File: src/rtl/control_display_7seg.sv
// Scan controller for a bank of common-anode 7-segment digits.
// One nibble per slot is presented to the shared decoder. The slot's anode
// lights only after a dead-time blanking interval. New values wait in a
// pending register. They reach the displayed (shadow) register at a frame
// boundary, so a frame never mixes old and new digits.
module control_display_7seg #(
  parameter int N_DIGITOS = 4,
  parameter int PRESCALE  = 50000,
  parameter int BLANK_CYC = 100
) (
  input  logic                   i_Clk,
  input  logic                   i_Reset,
  input  logic                   i_Habilita,
  input  logic                   i_Load,
  input  logic [4*N_DIGITOS-1:0] i_Valor,
  input  logic [N_DIGITOS-1:0]   i_Puntos,
  input  logic                   i_SupCeros,
  output logic [3:0]             o_Deco,
  output logic                   o_Punto,
  output logic [N_DIGITOS-1:0]   o_Anodos,
  output logic                   o_Frame,
  output logic                   o_Pendiente
);

  localparam int CW = (PRESCALE > 1) ? $clog2(PRESCALE) : 1;
  localparam int IW = (N_DIGITOS > 1) ? $clog2(N_DIGITOS) : 1;

  localparam logic [CW-1:0] CNT_LAST = CW'(PRESCALE - 1);
  localparam logic [CW-1:0] CNT_SHOW = CW'(BLANK_CYC);
  localparam logic [IW-1:0] IDX_LAST = IW'(N_DIGITOS - 1);

  typedef enum logic {
    ST_BLANK,
    ST_SHOW
  } state_t;

  state_t                 state_q, state_d;
  logic [CW-1:0]          cnt_q, cnt_d;
  logic [IW-1:0]          idx_q, idx_d;

  logic [4*N_DIGITOS-1:0] shadow_val_q, shadow_val_d;
  logic [N_DIGITOS-1:0]   shadow_pts_q, shadow_pts_d;
  logic                   shadow_sup_q, shadow_sup_d;
  logic [4*N_DIGITOS-1:0] pend_val_q, pend_val_d;
  logic [N_DIGITOS-1:0]   pend_pts_q, pend_pts_d;
  logic                   pend_sup_q, pend_sup_d;
  logic                   pflag_q, pflag_d;

  logic [3:0]             deco_q, deco_d;
  logic                   punto_q, punto_d;
  logic [N_DIGITOS-1:0]   anodos_q, anodos_d;
  logic                   frame_q, frame_d;

  logic                   frame_end;
  logic [N_DIGITOS-1:0]   supp;

  assign frame_end = (cnt_q == CNT_LAST) && (idx_q == IDX_LAST);

  // Slot counter, digit index, scan FSM and pending/shadow bookkeeping.
  always_comb begin
    cnt_d        = cnt_q;
    idx_d        = idx_q;
    state_d      = state_q;
    shadow_val_d = shadow_val_q;
    shadow_pts_d = shadow_pts_q;
    shadow_sup_d = shadow_sup_q;
    pend_val_d   = pend_val_q;
    pend_pts_d   = pend_pts_q;
    pend_sup_d   = pend_sup_q;
    pflag_d      = pflag_q;
    frame_d      = 1'b0;

    if (!i_Habilita) begin
      // Disabled: park the scan and apply updates directly to shadow.
      cnt_d   = '0;
      idx_d   = '0;
      state_d = ST_BLANK;
      if (i_Load) begin
        shadow_val_d = i_Valor;
        shadow_pts_d = i_Puntos;
        shadow_sup_d = i_SupCeros;
      end else if (pflag_q) begin
        shadow_val_d = pend_val_q;
        shadow_pts_d = pend_pts_q;
        shadow_sup_d = pend_sup_q;
      end
      pflag_d = 1'b0;
    end else begin
      if (cnt_q == CNT_LAST) begin
        cnt_d = '0;
        idx_d = (idx_q == IDX_LAST) ? '0 : idx_q + IW'(1);
      end else begin
        cnt_d = cnt_q + CW'(1);
      end

      case (state_q)
        ST_BLANK: if (cnt_d == CNT_SHOW) state_d = ST_SHOW;
        ST_SHOW:  if (cnt_q == CNT_LAST) state_d = ST_BLANK;
        default:  state_d = ST_BLANK;
      endcase

      // A load in the frame-end cycle bypasses pending and lands in shadow.
      if (frame_end) begin
        frame_d = 1'b1;
        if (i_Load) begin
          shadow_val_d = i_Valor;
          shadow_pts_d = i_Puntos;
          shadow_sup_d = i_SupCeros;
        end else if (pflag_q) begin
          shadow_val_d = pend_val_q;
          shadow_pts_d = pend_pts_q;
          shadow_sup_d = pend_sup_q;
        end
        pflag_d = 1'b0;
      end else if (i_Load) begin
        pend_val_d = i_Valor;
        pend_pts_d = i_Puntos;
        pend_sup_d = i_SupCeros;
        pflag_d    = 1'b1;
      end
    end
  end

  // Leading-zero suppression mask, evaluated on the shadow value in effect next cycle.
  always_comb begin
    logic zero_above;
    supp       = '0;
    zero_above = 1'b1;
    for (int unsigned j = 0; j < N_DIGITOS - 1; j++) begin
      zero_above = zero_above && (shadow_val_d[4*(N_DIGITOS-1-j) +: 4] == 4'h0);
      supp[N_DIGITOS-1-j] = shadow_sup_d && zero_above;
    end
  end

  // Output values aligned with the next-cycle slot position.
  always_comb begin
    deco_d   = deco_q;
    punto_d  = punto_q;
    anodos_d = '1;
    if (cnt_d == '0) begin
      deco_d  = shadow_val_d[int'(idx_d)*4 +: 4];
      punto_d = ~shadow_pts_d[idx_d];
    end
    if (state_d == ST_SHOW && !supp[idx_d]) begin
      anodos_d[idx_d] = 1'b0;
    end
  end

  // State and output registers with synchronous reset.
  always_ff @(posedge i_Clk) begin
    if (i_Reset) begin
      state_q      <= ST_BLANK;
      cnt_q        <= '0;
      idx_q        <= '0;
      shadow_val_q <= '0;
      shadow_pts_q <= '0;
      shadow_sup_q <= 1'b0;
      pend_val_q   <= '0;
      pend_pts_q   <= '0;
      pend_sup_q   <= 1'b0;
      pflag_q      <= 1'b0;
      deco_q       <= '0;
      punto_q      <= 1'b1;
      anodos_q     <= '1;
      frame_q      <= 1'b0;
    end else begin
      state_q      <= state_d;
      cnt_q        <= cnt_d;
      idx_q        <= idx_d;
      shadow_val_q <= shadow_val_d;
      shadow_pts_q <= shadow_pts_d;
      shadow_sup_q <= shadow_sup_d;
      pend_val_q   <= pend_val_d;
      pend_pts_q   <= pend_pts_d;
      pend_sup_q   <= pend_sup_d;
      pflag_q      <= pflag_d;
      deco_q       <= deco_d;
      punto_q      <= punto_d;
      anodos_q     <= anodos_d;
      frame_q      <= frame_d;
    end
  end

  assign o_Deco      = deco_q;
  assign o_Punto     = punto_q;
  assign o_Anodos    = anodos_q;
  assign o_Frame     = frame_q;
  assign o_Pendiente = pflag_q;

endmodule

File: config.mk
export PLATFORM = sky130hd
export DESIGN_NAME = control_display_7seg
export DESIGN_NICKNAME = d
export VERILOG_FILES = /design/src/rtl/control_display_7seg.sv
export SDC_FILE = /design/constraint.sdc
export NUM_CORES = 1
export LEC_CHECK = 0
export ABC_AREA = 1
export CAP_MARGIN = 25
export CORE_MARGIN = 3
export CORE_UTILIZATION = 35
export DETAILED_ROUTE_END_ITERATION = 6
export GPL_TIMING_DRIVEN = 0
export SKIP_CTS_REPAIR_TIMING = 1
export SYNTH_ARGS = -nofsm -noshare
export SYNTH_HDL_FRONTEND = slang
export SYNTH_SLANG_ARGS = --single-unit
File: constraint.sdc
create_clock -name i_Clk -period 4.85 [get_ports i_Clk]
set_clock_uncertainty 0.05 [all_clocks]
set_input_delay 0.485 -clock i_Clk [delete_from_list [all_inputs] [get_ports i_Clk]]
set_output_delay 0.485 -clock i_Clk [all_outputs]
set_load 0.02 [all_outputs]
; Yosys cells after proc, flatten, opt, wreduce, memory -nomap -nowiden
; Cells that the tools add are included.
[word_totals]
regBits = 72
[op_classes]
add_sub_neg = 2
order_cmp = 2
n_eq_ne = 3
shift = 1
muxes = 29
bitwise_logic = 6
n_reduce_logical = 17
[ops]
columns = operator, count
row1 = two-way mux 16 bit, 7
row2 = adder 16 x 1 -> 16 bit (second input constant), 1
row3 = == test 16 bit (second input constant), 1
row4 = == test 16 x 7 -> 1 bit (second input constant), 1
row5 = zero test 16 bit, 1
row6 = two-way mux 4 bit, 4
row7 = indexed part select 16 x 5 -> 4 bit, 1
row8 = zero test 4 bit, 3
row9 = two-way mux 1 bit, 11
row10 = logical AND 1 bit, 8
row11 = two-way mux 2 bit, 3
row12 = inverter 1 bit, 5
row13 = binary-select mux 1 bit (select 2 bit), 2
row14 = inverter 4 bit, 1
row15 = OR reduction 2 bit, 2
row16 = less-than comparator 2 x 3 -> 1 bit (second input constant), 1
row17 = AND reduction 3 bit, 1
row18 = OR reduction 3 bit, 1
row19 = adder 2 x 1 -> 2 bit (second input constant), 1
row20 = demux 1 bit (select 2 bit), 1
row21 = == test 2 bit (second input constant), 1
row22 = greater-or-equal comparator 2 x 1 -> 1 bit (second input constant), 1
row23 = case mux 1 bit (2 select lines), 1
row24 = zero test 1 bit, 1

; Depth between registers and ports, before layout
; Gate-level depths: netlist (run 1).
[depth]
word_depth = 14
mapped_depth = 15

; Worst setup path before layout (run 1)
; OpenSTA, ideal clock, no wires.
[synth_path]
kind = register -> register
start = register cnt_q[0]
end = register deco_q[0] (netlist: o_Deco[0])
setup_time_ns = 0.113
t_arrival_ns = 1.673
t_required_ns = 4.687
setup_slack_ns = 3.015
path_stages_with_launch = 12
n_path_buf = 1
period_less_slack_ns = 1.835
cell_sequence = dfxtp_1 ha_1 nand3_2 nor2_4 nand2_2 buf_6 nand3_1 nand4_1 nor2_2 nand3_4 nor2_1 nor2_1
[synth_between]
elab_chain_len = 5
word_cells_on_any_way = 12
classes_between = 1 x add/sub / 1 x eq/ne / 1 x shift / 7 x mux / 2 x reduce/logical
[synth_lines]
columns = item, line
row1 = start: declaration, 38  ; logic [CW-1:0] cnt_q, cnt_d;
row2 = start signal: assignment, 168  ; cnt_q <= cnt_d;
row3 = adder 16 x 1 -> 16 bit or == test 16 bit (tied branches), "93, 57, 89"
row4 = two-way mux 16 bit or logical AND 1 bit (tied branches), "89, 57"
row5 = two-way mux 16 bit (on tied branches), "73, 103"
row6 = two-way mux 16 bit, 73  ; if (!i_Habilita) begin
row7 = zero test 16 bit or indexed part select 16 x 5 -> 4 bit (tied branches), "140, 141"
row8 = end signal: assignment, 177  ; deco_q <= deco_d;
row9 = end: declaration, 49  ; logic [3:0] deco_q, deco_d;
; Parallel ways exist; a longest one is shown, timed or not. The select of a mux whose other input is x is not followed.
; A chain may end at the register's enable or synchronous reset.

; Worst setup path in the final report (run 1)
[layout_path]
start = register cnt_q[0]
end = register anodos_q[0] (netlist: o_Anodos[0])
[layout_between]
elab_chain_len = 14
word_cells_on_any_way = 36
classes_between = 1 x add/sub / 2 x order compare / 2 x eq/ne / 16 x mux / 2 x bitwise / 13 x reduce/logical
[layout_lines]
columns = item, line
row1 = "parallel branches: the longest is 14 deep, another holds adder 16 x 1 -> 16 bit", --
row2 = end signal: assignment, 179  ; anodos_q <= anodos_d;
row3 = end: declaration, 51  ; logic [N_DIGITOS-1:0] anodos_q, anodos_d;
; Several ways; the timed one is not identified. The select of a mux whose other input is x is not followed.

==> impl_metrics.csv, run 1 <==
group,metric,value,unit
logic_synthesis,ys_top_cells_by_area,"dfxtp_1, nand2_1, inv_1",
sta,slew_viol_final,0,
final_layout,num_antenna_cells,0,
clocking,clock_tree.buffer_depth,2,
floorplanning,die_area,0.01161,mm^2
floorplanning,core_region_area,0.009910,mm^2
final_layout,fillerInstances,1040,
clocking,tritoncts_clock_tree,"yes",
logic_synthesis,synthesis.nets,564,
floorplanning,initial_utilization,36.57,%
final_layout,sequential_cell_area,0.001441,mm^2
place,hpwl,6.947,mm
sta,finalHoldViolations,0,
logic_synthesis,syn_area,0.003623,mm^2
routing,wirelength,8.931,mm
critical_path,crit_end,"o_Anodos[0]",
clocking,clkLatencyLatePin,0.36,ns
global_routing,grt_util_all_layers,16.62,%
power,cellInternalPower,941.9,uW
flow_run,drv.max_cap_violation_count,0,
routing,dr.first_iter.drc_count,168,
final_layout,drive_above_1_share,8.177,%
critical_path,critPathRequiredTime,5.02,ns
global_routing,grtUsageMet2,27.31,%
place,routabilityCongestion,0.8533,
critical_path,reg2reg_from,"cnt_q[0]",
power,sw_pwr,318.5,uW
place,place_ws,2.386,ns
logic_synthesis,synth_mux_area_share,0,%
global_routing,global_route.peak_usage_layer,"met2",
sta,final_critical_path_time_including_i_o_delays_and_setup,2.195,ns
floorplanning,std_cell_rows,36,
clocking,cts_sinks,72,
routing,antenna_left,0,
clocking,root_buffer,"clkbuf_8",
power,comb_power_share,11.7,%
place,port-buffer-count,34,
place,place_inst,704,
critical_path,regToRegSetupSlack,2.65,ns
critical_path,worstSetupStartpointType,"flip-flop",
critical_path,reg2reg_depth,9,
clocking,cts_inserted_buffers,9,
final_layout,final_core_utilization,43.70,%
final_layout,most_common_cell_after_layout_fill_and_taps_aside,"nand2_1",
power,power_per_cell_area,291.0,mW/mm^2
final_layout,fin_cells,720,
clocking,h-tree-depth,3,
global_routing,antenna_violations_before_repair,0,
power,power.share.sequential,49.5,%
floorplanning,boundaryPins,36,
logic_synthesis,synth.distinct_cells,33,
floorplanning,floorplan.die.height,107.8,um
sta,finalSetupViolCount,0,
hold_path,worst_hold_path_type,"flip-flop to flip-flop",
critical_path,critPathMaxFanout,5,
routing,drc,0,
logic_synthesis,synth_cells,537,
critical_path,setup.worst_path.end_class,"flip-flop",
logic_synthesis,synth-adder-area-share,0.6906,%
logic_synthesis,ys_warns,0,
clocking,path_clk_slew,0.08,ns
routing,routed_via_density,4.753,
sta,period_share,45.26,%
logic_synthesis,synth_top_cell_by_area,"dfxtp_1",
logic_synthesis,synthesized_area_fraction_occupied_by_and_or_nand_nor_cells,33.98,%
power,p_clk_share,38.8,%
global_routing,grt.met3_usage,3.599,%
critical_path,timing.rr.end,"o_Anodos[0]",
logic_synthesis,ys_ff_latch,72,
global_routing,grt_first_pass_wirelength,15.41,mm
global_routing,grt_overflow_total,0,
logic_synthesis,synth_area_per_cell,6.748,um^2
sta,postLayoutSetupSlackWorst,2.655,ns
final_layout,final_cell_mix,"nand2_1, dfxtp_1, inv_1, nor2_1, o21ai_0",
sta,setup_repair_after_global_routing_missed_its_margin,"no",
global_routing,grt_start_max_net_pins,12,
critical_path,worstSetupStartpoint,"cnt_q[0]",
final_layout,syn_to_final_growth,19.51,%
final_layout,nets,609,
logic_synthesis,sequential_element_share_of_the_synthesized_area,39.78,%
sta,timing.fmax,0.4556,GHz
power,cellLeakagePower,0.001783,uW
logic_synthesis,post-synth-top-area-fraction,39.78,%
logic_synthesis,synth_compound_area_share,14.88,%
logic_synthesis,largest_family_of_logic_cells_by_synthesized_area,"simple AND/OR/NAND/NOR gates",
routing,num_vias,3422,
sta,timing.setup.tns,0,ns
sta,worst-slew-pin-transition,0.5365,ns
global_routing,first_global_vias,3327,
routing,avgRoutedWirePerCell,12.40,um
floorplanning,chip_width,107.8,um
critical_path,critical_path_arrival,2.37,ns
power,irDropWorstVdd,0.0001638,V
run_status,result_of_the_run,"complete, no violations",
sta,max_slew_margin,64.23,%
routing,detailedRoute.firstPassIterationCount,4,
power,swShare,25.27,%
critical_path,path_class,"flip-flop to flip-flop",
final_layout,area_taken_by_multi_input_logic_gates,0.001822,mm^2
global_routing,met1_usage,21.34,%
logic_synthesis,synth_xor_xnor_area_share,0.7251,%
metal layers:
| layer | part of all wire (%) | up-vias |
|---|---|---|
| met5 | 0 | - |
| met4 | 1.7 | 0 |
| met3 | 4.7 | 14 |
| met2 | 47 | 74 |
| met1 | 47 | 1529 |
| li1 | - | 1805 |
Yosys cell counts:
master    instances
buf_8             1
nand2_1         143
buf_6             3
nor3_1            3
dfxtp_1          72
clkbuf_2          1
inv_2             1
nand2_4           2
a21oi_4           1
nand3b_1          2
nor2_4            3
buf_1             2
o21ai_0          45
a21oi_2           2
a22oi_1           1
inv_1            64
a21boi_0          1
clkbuf_1         11
nand3_2           4
nand3_4           2
a21oi_1          41
nor2_2            6
nand3_1          33
xor2_1            3
buf_2             2
nand2_2           7
o21ai_1           3
nand4_1          11
nor2_1           58
clkinv_1          1
ha_1              2
o211ai_1          3
o21bai_1          3
through the flow:
| stage | hold slack, ns | total power [uW] | area (um^2) |
|---|---|---|---|
| detailed placement | 0.3881 | 785.6 | 4130 |
| finish | 0.3987 | 1260 | 4330 |
| global route | 0.4311 | 1320 | 4330 |
| floorplan | 0.3740 | 728.0 | 3623 |
| CTS | 0.3999 | 1274 | 4330 |
| global placement | 0.3815 | 783.0 | 4130 |
power groups by stage:
stage	clock network (uW)	logic, uW	registers, uW
after global placement	0	146	637
after floorplan	0	87.5	640
after detailed placement	0	148	638
after global routing	526	168	626
final	489	147	624
after CTS	501	149	624
area by class of cell:
| type | count | share of cell area, % |
|---|---|---|
| inverter | 66 | 5.721 |
| tap | 133 | 3.843 |
| sequential | 72 | 33.29 |
| clock buffer | 14 | 3.756 |
| multi-input combinational | 379 | 42.07 |
| buffer | 20 | 2.600 |
| clock inverter | 2 | 0.8668 |
| timing repair buffer | 34 | 7.859 |
how the worst min path moves through the flow:
stage | start | to | slack (ns) | depth (start not counted)
after floorplan | pend_val_q[10] | pend_val_q[10] | 0.37 | 2
after global placement | pend_val_q[11] | pend_val_q[11] | 0.38 | 2
after detailed placement | pend_val_q[4] | pend_val_q[4] | 0.39 | 2
after CTS | pend_val_q[11] | pend_val_q[11] | 0.40 | 2
after global routing | pend_val_q[15] | pend_val_q[15] | 0.43 | 2
final | pend_val_q[14] | pend_val_q[14] | 0.40 | 2
flip-flops by register name (all words and copies together) (netlist names):
signal / cells
cnt_q: 16
pend_val_q: 16
shadow_val_q: 16
o_Anodos: 4
o_Deco: 4
pend_pts_q: 4
shadow_pts_q: 4
idx_q: 2
o_Frame: 1
o_Pendiente: 1
o_Punto: 1
pend_sup_q: 1
shadow_sup_q: 1
state_q: 1
worst max-delay path, stage by stage (launching register included):
cell and delay, ns:
dfxtp_1 0.38, inv_1 0.09, nor2_1 0.34, nand3_1 0.23
xor2_1 0.29, nand3_1 0.11, nor2_1 0.14, nand3_1 0.13
a21oi_4 0.20, nand3_1 0.10
cell families after synthesis:
family          Yosys count
flops                    72
xor+xnor                  3
simple gates            274
fa+ha+maj                 2
compound gates          100
buf+inv                  86
Note: power is estimated with default switching activity, not from simulation.
==> inputs of run 2 (changes only) <==
==> constraint.sdc (replaced) <==
create_clock -name i_Clk -period 2.3 [get_ports i_Clk]
set_clock_uncertainty 0.05 [all_clocks]
set_input_delay 0.23 -clock i_Clk [delete_from_list [all_inputs] [get_ports i_Clk]]
set_output_delay 0.23 -clock i_Clk [all_outputs]
set_load 0.02 [all_outputs]
==> run 2 against run 1 <==
  * Setup slack got worse by 2.5 ns
  * Cell count unchanged
  * Critical path depth rose by 2
  * Wire length up 0.52%
  * Largest cell class unchanged
  * Critical path type unchanged
  * Via count increased by 1.5%
==> impl_metrics.csv, run 2 (synthesis gave the netlist of run 1 again) <==
group,metric,value,unit
floorplanning,initial_utilization,36.57,%
clocking,cts_sinks,72,
place,port-buffer-count,34,
critical_path,reg2reg_from,"cnt_q[1]",
global_routing,antenna_violations_before_repair,0,
routing,num_vias,3475,
critical_path,setup.worst_path.end_class,"flip-flop",
final_layout,area_taken_by_multi_input_logic_gates,0.001854,mm^2
sta,finalHoldViolations,0,
clocking,tritoncts_clock_tree,"yes",
final_layout,top_regs,"cnt_q: 16 flops, pend_val_q: 16 flops, shadow_val_q: 16 flops",
final_layout,most_common_cell_after_layout_fill_and_taps_aside,"nand2_1",
final_layout,final_cell_mix,"nand2_1, dfxtp_1, inv_1, nor2_1, o21ai_0",
floorplanning,core_region_area,0.009910,mm^2
final_layout,num_antenna_cells,0,
final_layout,drive_above_1_share,9.710,%
floorplanning,boundaryPins,36,
sta,final_critical_path_time_including_i_o_delays_and_setup,2.095,ns
critical_path,critPathMaxFanout,10,
critical_path,regToRegSetupSlack,0.20,ns
critical_path,timing.rr.end,"o_Anodos[0]",
run_status,result_of_the_run,"complete, no violations",
hold_path,worst_hold_path.num_cells,2,
critical_path,path_class,"flip-flop to flip-flop",
routing,dr.first_iter.drc_count,191,
global_routing,grt_first_pass_wirelength,15.41,mm
routing,wirelength,8.977,mm
power,irDropWorstVdd,0.0003460,V
hold_path,worst_hold_path_type,"primary input to flip-flop",
final_layout,layout.cell_area.non_filler,0.004365,mm^2
sta,setup_repair_after_global_routing_missed_its_margin,"no",
sta,max_slew_margin,64.85,%
hold_path,timing.hold.worst.start,"i_Reset",
final_layout,nets,609,
clocking,clock_tree.buffer_depth,2,
critical_path,critical_path_arrival,2.27,ns
global_routing,grt_start_max_net_pins,12,
critical_path,reg2reg_depth,11,
place,routabilityCongestion,0.8533,
global_routing,first_global_vias,3327,
floorplanning,std_cell_rows,36,
hold_path,whs_endpoint,"shadow_pts_q[1]",
place,place_area,0.004130,mm^2
routing,routed_via_density,4.826,
final_layout,fillerInstances,1037,
clocking,h-tree-depth,3,
clocking,cts_inserted_buffers,9,
power,cellLeakagePower,0.001786,uW
routing,antenna_left,0,
sta,timing.setup.tns,0,ns
critical_path,worstSetupStartpointType,"flip-flop",
critical_path,critPathRequiredTime,2.47,ns
final_layout,syn_to_final_growth,20.48,%
clocking,clkLatencyLatePin,0.35,ns
sta,finalHoldWorstSlack,0.2499,ns
sta,slew_viol_final,0,
clocking,path_clk_slew,0.07,ns
sta,finalSetupViolCount,0,
final_layout,sequential_cell_area,0.001443,mm^2
sta,worst-slew-pin-transition,0.5273,ns
routing,detailedRoute.firstPassIterationCount,4,
floorplanning,chip_width,107.8,um
floorplanning,die_area,0.01161,mm^2
final_layout,final_core_utilization,44.05,%
place,hpwl,6.947,mm
routing,drc,0,
sta,postLayoutSetupSlackWorst,0.2047,ns
critical_path,worstSetupStartpoint,"cnt_q[1]",
routing,avgRoutedWirePerCell,12.47,um
global_routing,grt_overflow_total,0,
clocking,root_buffer,"clkbuf_8",
global_routing,grt_util_all_layers,16.62,%
sta,timing.fmax,0.4773,GHz
flow_run,drv.max_cap_violation_count,0,
power,power_per_cell_area,608.9,mW/mm^2
sta,period_share,91.10,%
place,place_ws,0.09132,ns
floorplanning,floorplan.die.height,107.8,um
## run 2: layout make-up
cell class	count	area share [%]
Buffer	20	2.608
Sequential cell	72	33.05
Tap cell	133	3.812
Clock buffer	14	3.726
Timing Repair Buffer	34	7.796
Multi-Input combinational cell	379	42.48
Inverter	66	5.675
Clock inverter	2	0.8598
## run 2: metal layers
| layer | GRT usage, % | wire length (um) | part of all wire [%] |
|---|---|---|---|
| met5 | 0 | 0 | 0 |
| met4 | 6.132 | 157 | 1.7 |
| met3 | 3.599 | 387 | 4.3 |
| met2 | 27.31 | 4155 | 46 |
| met1 | 21.34 | 4277 | 48 |
## run 2: worst max-delay path by stage
stage / endpoint
2_1_floorplan: o_Deco[0]
3_3_place_gp: o_Anodos[0]
5_1_grt: pend_val_q[4]
4_1_cts: pend_val_q[4]
3_5_place_dp: o_Anodos[0]
6_report: o_Anodos[0]
## run 2: per-stage QoR
step,total power (uW),cells
after floorplan,1535,537
after global placement,1651,704
after detailed placement,1657,704
after CTS,2686,720
after global routing,2786,720
final,2658,720
## run 2: where the power goes
part	leakage (uW)	total (uW)	internal [uW]	switching, uW
sequential	0.000589	1320	1300	18.0
combinational	0.00110	312	126	186
clock	0.0000969	1030	563	468
## run 2: critical path, cell delays in order, from the launching register on
cell     delay (ns)
dfxtp_1        0.36
ha_2           0.21
nand3_2        0.11
nor2_4         0.16
nand2_2        0.11
buf_6          0.16
nand2_1        0.11
nand3_1        0.09
nor2_1         0.15
nand3_1        0.14
a21oi_4        0.22
nand3_1        0.10
